File: src/rtl/bp_be_ptw_result_queue_if.sv
// bp_be_ptw_result_queue_if
//   Bundles the page-table-walker result beat, the flush, and the three
//   consumer handshakes (DTLB write port, frontend command path, exception
//   path) of bp_be_ptw_result_queue.
//   master : the surroundings (walker, flush source, consumers)
//   slave  : the result queue itself
interface bp_be_ptw_result_queue_if
  #(parameter int vaddr_width_p    = 39
   ,parameter int pte_leaf_width_p = 64
   ,parameter int fetch_ptr_gp     = 3
   ,parameter int dword_width_gp   = 64
   );

   // walker result beat
   logic                        v_i;
   logic                        walk_i;
   logic                        itlb_fill_i;
   logic                        dtlb_fill_i;
   logic                        instr_page_fault_i;
   logic                        load_page_fault_i;
   logic                        store_page_fault_i;
   logic [fetch_ptr_gp-1:0]     count_i;
   logic [dword_width_gp-1:0]   addr_i;
   logic [pte_leaf_width_p-1:0] pte_i;
   logic                        flush_i;
   logic                        ready_o;
   logic                        overflow_o;

   // DTLB write port
   logic                        dtlb_v_o;
   logic                        dtlb_yumi_i;
   logic [vaddr_width_p-1:0]    dtlb_vaddr_o;
   logic [pte_leaf_width_p-1:0] dtlb_pte_o;

   // frontend command path
   logic                        fe_v_o;
   logic                        fe_ready_and_i;
   logic                        fe_fault_o;
   logic [fetch_ptr_gp-1:0]     fe_count_o;
   logic [vaddr_width_p-1:0]    fe_vaddr_o;
   logic [pte_leaf_width_p-1:0] fe_pte_o;

   // exception path
   logic                        exc_v_o;
   logic                        exc_yumi_i;
   logic                        exc_store_o;
   logic [vaddr_width_p-1:0]    exc_vaddr_o;

   modport master
     (output v_i, walk_i, itlb_fill_i, dtlb_fill_i, instr_page_fault_i
     ,output load_page_fault_i, store_page_fault_i, count_i, addr_i, pte_i, flush_i
     ,output dtlb_yumi_i, fe_ready_and_i, exc_yumi_i
     ,input  ready_o, overflow_o
     ,input  dtlb_v_o, dtlb_vaddr_o, dtlb_pte_o
     ,input  fe_v_o, fe_fault_o, fe_count_o, fe_vaddr_o, fe_pte_o
     ,input  exc_v_o, exc_store_o, exc_vaddr_o
     );

   modport slave
     (input  v_i, walk_i, itlb_fill_i, dtlb_fill_i, instr_page_fault_i
     ,input  load_page_fault_i, store_page_fault_i, count_i, addr_i, pte_i, flush_i
     ,input  dtlb_yumi_i, fe_ready_and_i, exc_yumi_i
     ,output ready_o, overflow_o
     ,output dtlb_v_o, dtlb_vaddr_o, dtlb_pte_o
     ,output fe_v_o, fe_fault_o, fe_count_o, fe_vaddr_o, fe_pte_o
     ,output exc_v_o, exc_store_o, exc_vaddr_o
     );

endinterface

File: src/rtl/bp_be_ptw_result_queue.sv
// bp_be_ptw_result_queue
//   Captures completed page-table-walk results (walk beats are filtered out)
//   into an in-order circular buffer and steers the head entry to the DTLB
//   write port, the frontend command path, or the exception path.
//   Ports:
//     clk_i     - sole clock
//     reset_n_i - asynchronous active-low reset
//     io        - bp_be_ptw_result_queue_if.slave (walker beat, flush,
//                 ready/overflow status and the three consumer handshakes)
//   Optional feature: define BP_PTW_RESULT_BYPASS_EN to let a beat arriving
//   at an empty queue be presented to its consumer in the same cycle.
//   Default build: one-cycle latency, outputs depend on registered state only.
module bp_be_ptw_result_queue
  #(parameter int vaddr_width_p    = 39
   ,parameter int els_p            = 2
   ,parameter int pte_leaf_width_p = 64
   ,parameter int fetch_ptr_gp     = 3
   ,parameter int dword_width_gp   = 64
   ,localparam int lg_els_lp       = (els_p == 1) ? 1 : $clog2(els_p)
   )
  (input logic                    clk_i
  ,input logic                    reset_n_i
  ,bp_be_ptw_result_queue_if.slave io
  );

   typedef enum logic [1:0] {
      cls_dtlb = 2'd0,
      cls_fe   = 2'd1,
      cls_exc  = 2'd2
   } cls_e;

   typedef struct packed {
      cls_e                        cls;
      logic                        fault;
      logic                        store;
      logic [fetch_ptr_gp-1:0]     count;
      logic [vaddr_width_p-1:0]    vaddr;
      logic [pte_leaf_width_p-1:0] pte;
   } entry_s;

   localparam logic [lg_els_lp-1:0] ptr_one_lp  = lg_els_lp'(1);
   localparam logic [lg_els_lp-1:0] ptr_last_lp = lg_els_lp'(els_p - 1);
   localparam logic [lg_els_lp:0]   cnt_one_lp  = (lg_els_lp + 1)'(1);
   localparam logic [lg_els_lp:0]   cnt_full_lp = (lg_els_lp + 1)'(els_p);

   entry_s                mem [els_p];
   logic [lg_els_lp-1:0]  rptr, wptr;
   logic [lg_els_lp:0]    cnt;
   logic                  overflow;

   entry_s                in_entry, head;
   logic                  enq, full, empty, bypass, head_v;
   logic                  deq, deq_mem, accept, drop;

   // Pointers wrap explicitly so non-power-of-two depths work.
   function automatic logic [lg_els_lp-1:0] ptr_inc(input logic [lg_els_lp-1:0] p);
      return (p == ptr_last_lp) ? '0 : p + ptr_one_lp;
   endfunction

   assign enq   = io.v_i & ~io.walk_i
                & (io.itlb_fill_i | io.dtlb_fill_i | io.instr_page_fault_i
                   | io.load_page_fault_i | io.store_page_fault_i);
   assign full  = (cnt == cnt_full_lp);
   assign empty = (cnt == '0);

   // Classification: a DTLB fill wins, then frontend, then exception.
   always_comb begin
      in_entry       = '0;
      in_entry.count = io.count_i;
      in_entry.vaddr = io.addr_i[vaddr_width_p-1:0];
      in_entry.pte   = io.pte_i;
      if (io.dtlb_fill_i) begin
         in_entry.cls = cls_dtlb;
      end else if (io.itlb_fill_i | io.instr_page_fault_i) begin
         in_entry.cls   = cls_fe;
         in_entry.fault = io.instr_page_fault_i;
      end else begin
         in_entry.cls   = cls_exc;
         in_entry.store = io.store_page_fault_i;
      end
   end

`ifdef BP_PTW_RESULT_BYPASS_EN
   assign bypass = empty & enq & ~io.flush_i;
   assign head   = bypass ? in_entry : mem[rptr];
`else
   assign bypass = 1'b0;
   assign head   = mem[rptr];
`endif

   assign head_v = ~empty | bypass;

   assign io.dtlb_v_o     = head_v & (head.cls == cls_dtlb);
   assign io.dtlb_vaddr_o = head.vaddr;
   assign io.dtlb_pte_o   = head.pte;
   assign io.fe_v_o       = head_v & (head.cls == cls_fe);
   assign io.fe_fault_o   = head.fault;
   assign io.fe_count_o   = head.count;
   assign io.fe_vaddr_o   = head.vaddr;
   assign io.fe_pte_o     = head.pte;
   assign io.exc_v_o      = head_v & (head.cls == cls_exc);
   assign io.exc_store_o  = head.store;
   assign io.exc_vaddr_o  = head.vaddr;
   assign io.ready_o      = ~full;
   assign io.overflow_o   = overflow;

   assign deq     = (io.dtlb_v_o & io.dtlb_yumi_i)
                  | (io.fe_v_o   & io.fe_ready_and_i)
                  | (io.exc_v_o  & io.exc_yumi_i);
   // A handshake on a bypassed beat consumes the incoming beat, not storage.
   assign deq_mem = deq & ~empty;
   // A full queue frees a slot for the incoming beat when the head leaves now.
   assign accept  = enq & (~full | deq_mem) & ~io.flush_i & ~(bypass & deq);
   // A flush discards the beat on purpose; that is not a capacity loss.
   assign drop    = enq & full & ~deq_mem & ~io.flush_i;

   always_ff @(posedge clk_i or negedge reset_n_i) begin
      if (!reset_n_i) begin
         rptr     <= '0;
         wptr     <= '0;
         cnt      <= '0;
         overflow <= 1'b0;
      end else begin
         if (drop) overflow <= 1'b1;
         if (io.flush_i) begin
            rptr <= '0;
            wptr <= '0;
            cnt  <= '0;
         end else begin
            if (deq_mem) rptr <= ptr_inc(rptr);
            if (accept)  wptr <= ptr_inc(wptr);
            case ({accept, deq_mem})
               2'b10:   cnt <= cnt + cnt_one_lp;
               2'b01:   cnt <= cnt - cnt_one_lp;
               default: cnt <= cnt;
            endcase
         end
      end
   end

   always_ff @(posedge clk_i or negedge reset_n_i) begin
      if (!reset_n_i) begin
         for (int i = 0; i < els_p; i++) mem[i] <= '0;
      end else if (accept) begin
         mem[wptr] <= in_entry;
      end
   end

   // Upper address bits beyond the virtual address width are not stored.
   logic unused_addr_bits;
   assign unused_addr_bits = ^io.addr_i[dword_width_gp-1:vaddr_width_p];

endmodule

File: src/flat_wrapper.sv
// flat-port wrapper written by rule: the top's interface ports become plain ports
module bp_be_ptw_result_queue_flat 
#(parameter int vaddr_width_p    = 39
   ,parameter int els_p            = 2
   ,parameter int pte_leaf_width_p = 64
   ,parameter int fetch_ptr_gp     = 3
   ,parameter int dword_width_gp   = 64
   ,localparam int lg_els_lp       = (els_p == 1) ? 1 : $clog2(els_p)
   )
  (clk_i, reset_n_i, io_v_i, io_walk_i, io_itlb_fill_i, io_dtlb_fill_i, io_instr_page_fault_i, io_load_page_fault_i, io_store_page_fault_i, io_count_i, io_addr_i, io_pte_i, io_flush_i, io_dtlb_yumi_i, io_fe_ready_and_i, io_exc_yumi_i, io_ready_o, io_overflow_o, io_dtlb_v_o, io_dtlb_vaddr_o, io_dtlb_pte_o, io_fe_v_o, io_fe_fault_o, io_fe_count_o, io_fe_vaddr_o, io_fe_pte_o, io_exc_v_o, io_exc_store_o, io_exc_vaddr_o);
  bp_be_ptw_result_queue_if #(.vaddr_width_p(vaddr_width_p), .pte_leaf_width_p(pte_leaf_width_p), .fetch_ptr_gp(fetch_ptr_gp), .dword_width_gp(dword_width_gp)) io_i ();
  input logic clk_i;
  input logic reset_n_i;
  input wire logic [$bits(io_i.v_i)-1:0] io_v_i;
  input wire logic [$bits(io_i.walk_i)-1:0] io_walk_i;
  input wire logic [$bits(io_i.itlb_fill_i)-1:0] io_itlb_fill_i;
  input wire logic [$bits(io_i.dtlb_fill_i)-1:0] io_dtlb_fill_i;
  input wire logic [$bits(io_i.instr_page_fault_i)-1:0] io_instr_page_fault_i;
  input wire logic [$bits(io_i.load_page_fault_i)-1:0] io_load_page_fault_i;
  input wire logic [$bits(io_i.store_page_fault_i)-1:0] io_store_page_fault_i;
  input wire logic [$bits(io_i.count_i)-1:0] io_count_i;
  input wire logic [$bits(io_i.addr_i)-1:0] io_addr_i;
  input wire logic [$bits(io_i.pte_i)-1:0] io_pte_i;
  input wire logic [$bits(io_i.flush_i)-1:0] io_flush_i;
  input wire logic [$bits(io_i.dtlb_yumi_i)-1:0] io_dtlb_yumi_i;
  input wire logic [$bits(io_i.fe_ready_and_i)-1:0] io_fe_ready_and_i;
  input wire logic [$bits(io_i.exc_yumi_i)-1:0] io_exc_yumi_i;
  output wire logic [$bits(io_i.ready_o)-1:0] io_ready_o;
  output wire logic [$bits(io_i.overflow_o)-1:0] io_overflow_o;
  output wire logic [$bits(io_i.dtlb_v_o)-1:0] io_dtlb_v_o;
  output wire logic [$bits(io_i.dtlb_vaddr_o)-1:0] io_dtlb_vaddr_o;
  output wire logic [$bits(io_i.dtlb_pte_o)-1:0] io_dtlb_pte_o;
  output wire logic [$bits(io_i.fe_v_o)-1:0] io_fe_v_o;
  output wire logic [$bits(io_i.fe_fault_o)-1:0] io_fe_fault_o;
  output wire logic [$bits(io_i.fe_count_o)-1:0] io_fe_count_o;
  output wire logic [$bits(io_i.fe_vaddr_o)-1:0] io_fe_vaddr_o;
  output wire logic [$bits(io_i.fe_pte_o)-1:0] io_fe_pte_o;
  output wire logic [$bits(io_i.exc_v_o)-1:0] io_exc_v_o;
  output wire logic [$bits(io_i.exc_store_o)-1:0] io_exc_store_o;
  output wire logic [$bits(io_i.exc_vaddr_o)-1:0] io_exc_vaddr_o;
  assign io_i.v_i = io_v_i;
  assign io_i.walk_i = io_walk_i;
  assign io_i.itlb_fill_i = io_itlb_fill_i;
  assign io_i.dtlb_fill_i = io_dtlb_fill_i;
  assign io_i.instr_page_fault_i = io_instr_page_fault_i;
  assign io_i.load_page_fault_i = io_load_page_fault_i;
  assign io_i.store_page_fault_i = io_store_page_fault_i;
  assign io_i.count_i = io_count_i;
  assign io_i.addr_i = io_addr_i;
  assign io_i.pte_i = io_pte_i;
  assign io_i.flush_i = io_flush_i;
  assign io_i.dtlb_yumi_i = io_dtlb_yumi_i;
  assign io_i.fe_ready_and_i = io_fe_ready_and_i;
  assign io_i.exc_yumi_i = io_exc_yumi_i;
  assign io_ready_o = io_i.ready_o;
  assign io_overflow_o = io_i.overflow_o;
  assign io_dtlb_v_o = io_i.dtlb_v_o;
  assign io_dtlb_vaddr_o = io_i.dtlb_vaddr_o;
  assign io_dtlb_pte_o = io_i.dtlb_pte_o;
  assign io_fe_v_o = io_i.fe_v_o;
  assign io_fe_fault_o = io_i.fe_fault_o;
  assign io_fe_count_o = io_i.fe_count_o;
  assign io_fe_vaddr_o = io_i.fe_vaddr_o;
  assign io_fe_pte_o = io_i.fe_pte_o;
  assign io_exc_v_o = io_i.exc_v_o;
  assign io_exc_store_o = io_i.exc_store_o;
  assign io_exc_vaddr_o = io_i.exc_vaddr_o;
  bp_be_ptw_result_queue #(.vaddr_width_p(vaddr_width_p), .els_p(els_p), .pte_leaf_width_p(pte_leaf_width_p), .fetch_ptr_gp(fetch_ptr_gp), .dword_width_gp(dword_width_gp)) u_core (.clk_i(clk_i), .reset_n_i(reset_n_i), .io(io_i));
endmodule
File: config.mk
export PLATFORM = sky130hd
export DESIGN_NAME = bp_be_ptw_result_queue_flat
export DESIGN_NICKNAME = d
export VERILOG_FILES = /design/src/rtl/bp_be_ptw_result_queue_if.sv /design/src/rtl/bp_be_ptw_result_queue.sv /design/src/flat_wrapper.sv
export SDC_FILE = /design/constraint.sdc
export NUM_CORES = 1
export LEC_CHECK = 0
export ABC_CLOCK_PERIOD_IN_PS = 2800
export CAP_MARGIN = 25
export CORE_MARGIN = 10
export CORE_UTILIZATION = 25
export CTS_BUF_LIST = sky130_fd_sc_hd__clkbuf_4 sky130_fd_sc_hd__clkbuf_8
export DETAILED_ROUTE_END_ITERATION = 12
export SYNTH_ARGS = -nofsm -noshare
export SYNTH_HDL_FRONTEND = slang
export SYNTH_SLANG_ARGS = --single-unit
File: constraint.sdc
create_clock -name clk_i -period 2.8 [get_ports clk_i]
set_input_delay 0.56 -clock clk_i [delete_from_list [all_inputs] [get_ports clk_i]]
set_output_delay 0.56 -clock clk_i [all_outputs]
set_load 0.03 [all_outputs]
==> flow_summary.yaml, run 1 <==
logic_synthesis:
  synth_compound_area_share_pct: 0.812
  synth_xor_area_share_pct: 0.0768
  ys_ff_latch: 225
  syn-num-nets: 924
  async_flop_share_pct: 100
  yosys.area_share.simple_pct: 1.16
  synth_flop_cell: "dfrtp_1"
  yosysSeqAreaShare_pct: 49.4
  synth_top_family_by_area: "multiplexers"
  yosys_warnings: 0
  synth_cells: 780
  yosys-mux-area-fraction_pct: 36.1
  post_synth.cell_area_avg_sq_um: 14.6
  syn-cell-area_sq_mm: 0.0114
  synth_edf_count: 0
  synthAdderAreaFrac_pct: 0
  synth_cell_type_count: 34
routing:
  via_per_inst: 4.12
  routedWlPerCell_um: 18.8
  wl_um: 31700
  ant_nets: 0
  via_count: 6919
  dr.pass1.iters: 4
  drc_errors: 0
  drt_iter0_markers: 257
worst_setup_path:
  critical_path_class: "flip-flop to primary output"
  path_max_fanout: 28
  cpPeakStageDelay_ps: 480
  slowest_stage: "dfrtp_4"
  critPathCaptureType: "primary output"
  critPathTopFamily: "buffers and inverters"
  path_cells: "buf_4, buf_16, mux2_2, clkdlybuf4s15_2"
  crit_buf_inv: 3
  start_kind: "flip-flop"
  worstPathArrival_ps: 2130
  cp_data_required_time_ps: 2240
sta:
  final_max_slew_viol_count: 0
  whs_ps: 472
  fin_crit_sh_pct: 96.2
  grt_setup_unrepaired: "yes"
  fin_skew_ps: 23.9
  period_needed_ps: 2690
  worst-slew-pin-transition_ps: 610
  finalSetupViolCount: 0
  final-hold-violation-count: 0
  maxClockFrequency_mhz: 371
  relSlewSlack_pct: 59.3
global_routing:
  grt_max_degree: 76
  grt_overflow: 0
  grt_first_pass_wirelength_um: 46700
  antenna_found_initial: 3
  grt_usage_pct: 10.9
  grt_pass1_vias: 8006
cts:
  cts-buffers-inserted: 44
  ctsHtreeMaxLevel: 2
  cts_buffer_depth: 3
  cts_tree: "done"
  clock_sinks: 225
  clk_root_buffer_cell: "clkbuf_8"
  clkTransAtPathRegs_ps: 60
  insertion_delay_ps: 570
final_layout:
  final_nets: 1196
  drive_gt1_share_pct: 47.1
  area_growth_pct: 43.0
  fin_cells: 1680
  n_antenna_cell: 0
job:
  drv_cap: 0
status:
  status: "completed"
power_and_ir_drop:
  leakage_nw: 9.01
  powerDensity_mw_per_mm2: 861
  ir_worst_vdd_mv: 0.466
floorplanning:
  fp.dieW_um: 234
  core-area_sq_mm: 0.0452
  start_util_pct: 25.2
  die_h_um: 234
  fp.dieArea_sq_mm: 0.0545
  boundaryPins: 399
  rows: 78
placed_design:
  dpl.cell_count: 1599
  hpwl_um: 21600
  place.gp.congestion: 0.719
  portBuffers: 373
hold_path:
  hp-class: "flip-flop to flip-flop"
-- worst paths after layout --
| path | start | endpoint | slack [ps] | depth (start not counted) |
|---|---|---|---|---|
| worst max-delay path | u_core.rptr | io_exc_vaddr_o[34] | 110 | 4 |
| min in group asynchronous | reset_n_i | u_core.mem[182] | 560 | 2 |
| worst min register to register | u_core.io.overflow_o | u_core.io.overflow_o | 470 | 1 |
| worst max register to register | u_core.rptr | u_core.mem[161] | 140 | 6 |
| worst min-delay path | u_core.io.overflow_o | u_core.io.overflow_o | 470 | 1 |
| max in group asynchronous | reset_n_i | u_core.mem[49] | 1440 | 3 |
-- where the power goes --
part / switching, W / total, W / internal (W)
Clock: 0.00141 / 0.00353 / 0.00212
Combinational: 0.00332 / 0.00609 / 0.00277
Sequential: 0.000381 / 0.00441 / 0.00403
-- layer usage --
metal | part of all wire (%) | GRT usage [%] | up-vias
met5 | 0.073 | 0 | -
met4 | 2.2 | 4.11 | 4
met3 | 8.6 | 4.51 | 50
met2 | 48 | 18.4 | 251
met1 | 41 | 12.1 | 3494
li1 | - | - | 3120
-- state kept, by name, summed over array words and instances (netlist names) --
| register | cells |
|---|---|
| u_core.mem | 220 |
| u_core.io.overflow_o | 1 |
| u_core.wptr | 1 |
| u_core.rptr | 1 |
| u_core.cnt | 2 |
-- cells by family after synthesis --
group,after synthesis
flip-flops,225
multiplexers,332
AND/OR/NAND/NOR,25
XOR/XNOR,1
buffers and inverters,184
AO/OA/AOI/OAI,13
-- synthesized netlist by cell type, types with 2 or more instances --
library cell | instances | area, sq um
nand2_1 | 3 | 11.3
o21ai_0 | 5 | 25.0
buf_4 | 142 | 1070
nor3_1 | 2 | 10.0
mux2_4 | 100 | 1500
buf_2 | 11 | 55.1
mux2_2 | 230 | 2590
dfrtp_1 | 225 | 5630
nor2b_1 | 3 | 18.8
inv_1 | 3 | 11.3
nor2_1 | 9 | 33.8
clkbuf_1 | 16 | 60.1
buf_12 | 10 | 200
-- layout by cell type, fill, tap and decap left out, drive strengths merged, types with 2 or more instances in the layout --
master	count
buf	59
bufinv	2
clkbuf	75
clkdlybuf4s15	37
clkdlybuf4s50	119
clkinv	2
dfrtp	225
dlymetal6s2s	186
inv	3
mux2	330
mux2i	2
nand2	3
nor2	9
nor2b	3
nor3	2
o21ai	5
-- stage by stage --
stage | worst slack, ps | instance area [sq um] | setup TNS [ps] | total power [W] | util (%)
3_5_place_dp | -68.0 | 14800 | -4700 | 0.0108 | 32.8
3_3_place_gp | -66.5 | 14800 | -4450 | 0.0108 | 32.8
5_1_grt | -9.08 | 16300 | -94.8 | 0.0148 | 36.1
4_1_cts | -320 | 15900 | -53750 | 0.0145 | 35.1
2_1_floorplan | 434 | 11400 | 0 | 0.00897 | -
6_report | 107 | 16300 | 0 | 0.0140 | 36.1
-- layout make-up --
cell class	count	area [sq um]
clock inverters	4	70.1
inverters	3	11.3
repair buffers	407	4620
clock buffers	70	863
well taps	600	751
fillers	4332	28900
multi-input cells	371	4350
flip-flops and latches	225	5630
-- repair_timing --
action / 4_1_cts / 5_1_grt
hold endpoints to repair: 72 / 0
cloned: 0 / 3
endpoints found under the setup margin: 241 / 238
resized for setup: 161 / 222
setup buffers: 0 / 3
hold buffers: 1 / 0
No activity file was read; power rests on OpenSTA's default activity.
==> run 2, diff against run 1 <==
CORE_ASPECT_RATIO = 1.25   (was unset)
SKIP_LAST_GASP = 1   (was unset)
==> run 2 against run 1 <==
  * Clock skew fell by 1.2 ps
  * Register-to-register slack got worse by 180 ps
  * Final cell count fell by 0.24%
  * Sequential cell count did not move
  * First-iteration DRC count fell by 33%
  * Wire length rose by 6.4%
  * The run now ends with negative setup slack left
  * Via count rose by 1.5%
  * Non-clock buffer count rose by 16
  * Worst hold slack improved by 3.4 ps
  * Global-route usage rose by 0.49 points
  * Clock power fell by 1%
  * Sequential share of layout area rose by 1.5 points
==> flow_summary.yaml, run 2 (synthesis gave the netlist of run 1 again) <==
status:
  status: "complete, but fails checks"
  violations: "negative setup slack"
placed_design:
  dpl.cell_count: 1576
  placed_area_sq_mm: 0.0148
  portBuffers: 373
  place.gp.congestion: 0.691
  hpwl_um: 22100
global_routing:
  grt_pass1_vias: 7999
  antenna_found_initial: 1
  grt_usage_pct: 11.4
  grt_overflow: 0
  grt_first_pass_wirelength_um: 48300
  grt_max_degree: 70
final_layout:
  largest_reg_flops: 220
  largest_registers: "u_core.mem (220), u_core.cnt (2)"
  final_nets: 1211
  final_area_sq_mm: 0.0156
  drive_gt1_share_pct: 51.0
  area_growth_pct: 37.1
  n_antenna_cell: 0
  layout_common_cells: "225 x mux2_2, 224 x dfrtp_1, 138 x dlygate4sd2_1"
  n_fill_cell: 4516
  fin_cells: 1676
  layout_commonest_cell: "mux2_2"
  regMostFlops: "u_core.mem"
worst_setup_path:
  worstPathArrival_ps: 3290
  critPathCaptureType: "flip-flop"
  worst-r2r-setup-slack_ps: -40
  r2r_end: "u_core.mem[161]"
  cp_data_required_time_ps: 3260
  critical_path_class: "flip-flop to flip-flop"
  timing.rr.start: "u_core.rptr"
  path_max_fanout: 50
  reg2reg_depth: 8
  start_kind: "flip-flop"
power_and_ir_drop:
  powerDensity_mw_per_mm2: 864
  ir_worst_vdd_mv: 0.534
  leakage_nw: 7.56
sta:
  maxClockFrequency_mhz: 352
  grt_setup_unrepaired: "yes"
  period_needed_ps: 2840
  final_max_slew_viol_count: 0
  fin_skew_ps: 22.8
  fin_ws_ps: -38.1
  fin_crit_sh_pct: 101
  final-hold-violation-count: 0
  worst-slew-pin-transition_ps: 588
  finalSetupViolCount: 17
  relSlewSlack_pct: 60.8
cts:
  cts_tree: "done"
  cts-buffers-inserted: 43
  insertion_delay_ps: 600
  clock_sinks: 225
  clkTransAtPathRegs_ps: 70
  clk_root_buffer_cell: "clkbuf_8"
  ctsHtreeMaxLevel: 2
  cts_buffer_depth: 3
floorplanning:
  fp.dieW_um: 211
  rows: 87
  die_h_um: 259
  fp.dieArea_sq_mm: 0.0546
  start_util_pct: 25.3
  boundaryPins: 399
  core-area_sq_mm: 0.0451
hold_path:
  whs_endpoint: "u_core.io.overflow_o"
  hold_depth: 1
  hp-class: "flip-flop to flip-flop"
  min-delay-start: "u_core.io.overflow_o"
routing:
  dr.pass1.iters: 4
  drc_errors: 0
  via_per_inst: 4.19
  via_count: 7020
  ant_nets: 0
  wl_um: 33700
  drt_iter0_markers: 171
  routedWlPerCell_um: 20.1
job:
  drv_cap: 0
## run 2: cell types whose count changed in the layout (fill, tap and decap cells not counted), moves of 4 or more
cell             previous run  this run
clkdlybuf4s15_1             0        16
mux2_2                    230       225
clkbuf_2                    3        94
mux2_4                    100       105
clkdlybuf4s15_2            37         1
dlymetal6s2s_1            186         0
dlygate4sd2_1               0       138
buf_2                      15         0
clkbuf_8                   54        58
clkbuf_16                   2        10
buf_12                     12        16
buf_4                      28        15
buf_6                       1         6
## run 2: cell type report
cell class / count / area, sq um / area share, %
Clock buffer: 73 / 911 / 5.83
Clock inverter: 3 / 15.0 / 0.0960
Inverter: 3 / 11.3 / 0.0720
Multi-Input combinational cell: 371 / 4380 / 28.0
Sequential cell: 225 / 5630 / 36.0
Tap cell: 578 / 723 / 4.63
Timing Repair Buffer: 423 / 3960 / 25.3
## run 2: how the worst max path moves through the flow
stage	slack [ps]	start	end	cells after the start
3_3_place_gp	8	io_dtlb_fill_i	u_core.mem[154]	6
3_5_place_dp	-20	io_dtlb_fill_i	u_core.mem[30]	8
5_1_grt	-90	u_core.rptr	u_core.mem[100]	11
4_1_cts	-100	u_core.rptr	u_core.mem[41]	10
2_1_floorplan	430	io_dtlb_fill_i	u_core.mem[0]	8
6_report	-40	u_core.rptr	u_core.mem[161]	8
## run 2: what timing repair did
action / 4_1_cts / 5_1_grt
resized for setup: 258 / 233
endpoints found under the setup margin: 249 / 364
pin swaps: 0 / 1
gates cloned: 1 / 14
setup buffers: 5 / 3
hold buffers: 1 / 0
endpoints found under the hold margin: 62 / 0
## run 2: per-stage QoR
stage                     setup TNS [ps]  utilization [%]  setup WS, ps  hold WS (ps)  power (W)
final                               -359             34.7         -38.1           475     0.0135
after global placement                 0             32.8          8.17           445     0.0108
after detailed placement            -440             32.8         -22.5           448     0.0109
after CTS                          -8780             34.4         -95.9           479     0.0138
after floorplan                        0                -           434           264    0.00897
after global routing               -9690             34.7         -92.7           511     0.0142
## run 2: routing by layer
metal / vias up / GRT usage (%) / wire, um
met4: 2 / 3.65 / 676
met3: 49 / 5.02 / 2780
met1: 3564 / 12.4 / 12800
li1: 3157 / - / -
met5: - / 0 / 11
met2: 248 / 19.5 / 17400
## run 2: worst max-delay path, stage by stage, from the launching register on
cell and delay [ps]:
dfrtp_4 530, buf_4 160, buf_4 140, mux2i_4 190
mux2i_2 180, o2111a_1 300, or4_4 540, buf_12 230
mux2_4 360
## run 2: power by group
group / total, W / switching [W] / leakage [nW] / internal [W]
clock: 0.00349 / 0.00146 / 0.498 / 0.00203
sequential: 0.00442 / 0.000390 / 2.78 / 0.00403
combinational: 0.00559 / 0.00334 / 4.29 / 0.00225
total: 0.0135 / 0.00519 / 7.56 / 0.00831
==> run 3, diff against run 2 <==
CORE_UTILIZATION = 30   (was 25)
==> run 3 against run 2 <==
  * The run now ends clean
  * First-iteration DRC count fell by 12%
  * Worst hold slack got worse by 16 ps
  * Maximum frequency increased by 3.0%
  * Clock power rose by 2%
  * Final area down 1.2%
  * Critical path type unchanged
  * Critical endpoint is now u_core.mem[191]
==> flow_summary.yaml, run 3 (synthesis gave the netlist of run 1 again) <==
status:
  status: "completed"
routing:
  ant_nets: 0
  drt_iter0_markers: 151
  dr.pass1.iters: 4
  via_count: 6914
  drc_errors: 0
  wl_um: 30500
  via_per_inst: 4.40
  routedWlPerCell_um: 19.4
floorplanning:
  boundaryPins: 399
  start_util_pct: 30.5
  die_h_um: 238
  fp.dieW_um: 194
  core-area_sq_mm: 0.0374
  fp.dieArea_sq_mm: 0.0462
  rows: 79
placed_design:
  placed_area_sq_mm: 0.0147
  hpwl_um: 21500
  portBuffers: 373
  place.gp.congestion: 0.735
global_routing:
  antenna_found_initial: 1
  grt_first_pass_wirelength_um: 47200
  grt_overflow: 0
  grt_pass1_vias: 7867
  grt_max_degree: 58
  grt_usage_pct: 12.7
cts:
  ctsHtreeMaxLevel: 2
  clk_root_buffer_cell: "clkbuf_8"
  cts_buffer_depth: 3
  clock_sinks: 225
  insertion_delay_ps: 550
  clkTransAtPathRegs_ps: 70
  cts-buffers-inserted: 43
  cts_tree: "done"
  cts_setup_buffers: 0
sta:
  grt_setup_unrepaired: "yes"
  finalSetupViolCount: 0
  period_needed_ps: 2760
  maxClockFrequency_mhz: 363
  fin_skew_ps: 20.5
  fin_crit_sh_pct: 98.4
  worst-slew-pin-transition_ps: 508
  relSlewSlack_pct: 65.8
  final-hold-violation-count: 0
  whs_ps: 459
  final_max_slew_viol_count: 0
final_layout:
  area_growth_pct: 35.5
  final_nets: 1196
  layout_common_cells: "249 x dlygate4sd2_1, 230 x mux2_2, 224 x dfrtp_1"
  n_fill_cell: 3602
  layout_commonest_cell: "dlygate4sd2_1"
  regMostFlops: "u_core.mem"
  drive_gt1_share_pct: 41.6
  largest_reg_flops: 220
  final_area_sq_mm: 0.0154
  largest_registers: "u_core.mem (220), u_core.cnt (2)"
job:
  drv_cap: 0
worst_setup_path:
  path_max_fanout: 42
  start_kind: "flip-flop"
  critPathCaptureType: "flip-flop"
  cp_data_required_time_ps: 3230
  critical_path_class: "flip-flop to flip-flop"
  worstPathArrival_ps: 3180
power_and_ir_drop:
  leakage_nw: 7.49
  powerDensity_mw_per_mm2: 878
  ir_worst_vdd_mv: 0.424
hold_path:
  hp-class: "flip-flop to flip-flop"
[run 3: changes by cell type in the layout (fill, tap and decap cells not counted), sizes merged]
cell,delta
clkdlybuf4s15,-17
dlygate4sd2,+111
buf,-5
clkinv,+4
clkinvlp,+1
clkbuf,-111
bufinv,+2
diode,+1
[run 3: area by class of cell]
cell class / instances / area [sq um] / area share [%]
clock inverters: 10 / 106 / 0.689
clock buffers: 66 / 852 / 5.52
flip-flops and latches: 225 / 5630 / 36.5
diodes: 1 / 2.50 / 0.0162
repair buffers: 408 / 3870 / 25.1
multi-input cells: 371 / 4350 / 28.2
inverters: 3 / 11.3 / 0.0729
well taps: 486 / 608 / 3.94
[run 3: path summary, 6_finish.rpt]
path	endpoint	cells past startpoint	slack (ps)	start
worst min-delay path	u_core.io.overflow_o	1	460	u_core.io.overflow_o
worst min register to register	u_core.io.overflow_o	1	460	u_core.io.overflow_o
min in group asynchronous	u_core.mem[111]	2	530	reset_n_i
worst max-delay path	u_core.mem[191]	6	40	u_core.rptr
max in group asynchronous	u_core.rptr	3	1580	reset_n_i
worst max register to register	u_core.mem[191]	6	40	u_core.rptr
[run 3: worst max-delay path: stages, from the launching register on]
cell and delay [ps]:
dfrtp_4 530, mux2i_2 380, mux2i_1 180, o2111a_1 280, or4_4 600, buf_12 250, mux2_4 350
[run 3: where the power goes]
| group | total, W | switching (W) | internal [W] |
|---|---|---|---|
| clock | 0.00357 | 0.00144 | 0.00212 |
| combinational | 0.00557 | 0.00327 | 0.00230 |
| sequential | 0.00442 | 0.000386 | 0.00403 |
[run 3: per-layer routing]
metal	vias to the layer above	wire, um	track usage, %
li1	3136	-	-
met1	3473	12500	14.6
met2	251	14900	21.3
met3	54	2380	4.77
met4	0	717	4.18
met5	-	0	0
[run 3: what timing repair did]
item,in CTS,in global routing
endpoints found under the setup margin,249,144
cloned,1,0
gates resized for setup,253,2
hold buffers,1,0
hold endpoints to repair,42,0
[run 3: metrics by stage]
| step | power (W) | util [%] | worst slack, ps | TNS [ps] | std cells |
|---|---|---|---|---|---|
| global route | 0.0143 | 41.3 | -61.7 | -5090 | 1570 |
| global placement | 0.0108 | 39.4 | -77.9 | -2790 | 1491 |
| detailed placement | 0.0109 | 39.4 | -108 | -4780 | 1491 |
| CTS | 0.0138 | 41.3 | -125 | -8360 | 1569 |
| floorplan | 0.00897 | - | 434 | 0 | 780 |
| finish | 0.0136 | 41.3 | 45.0 | 0 | 1570 |
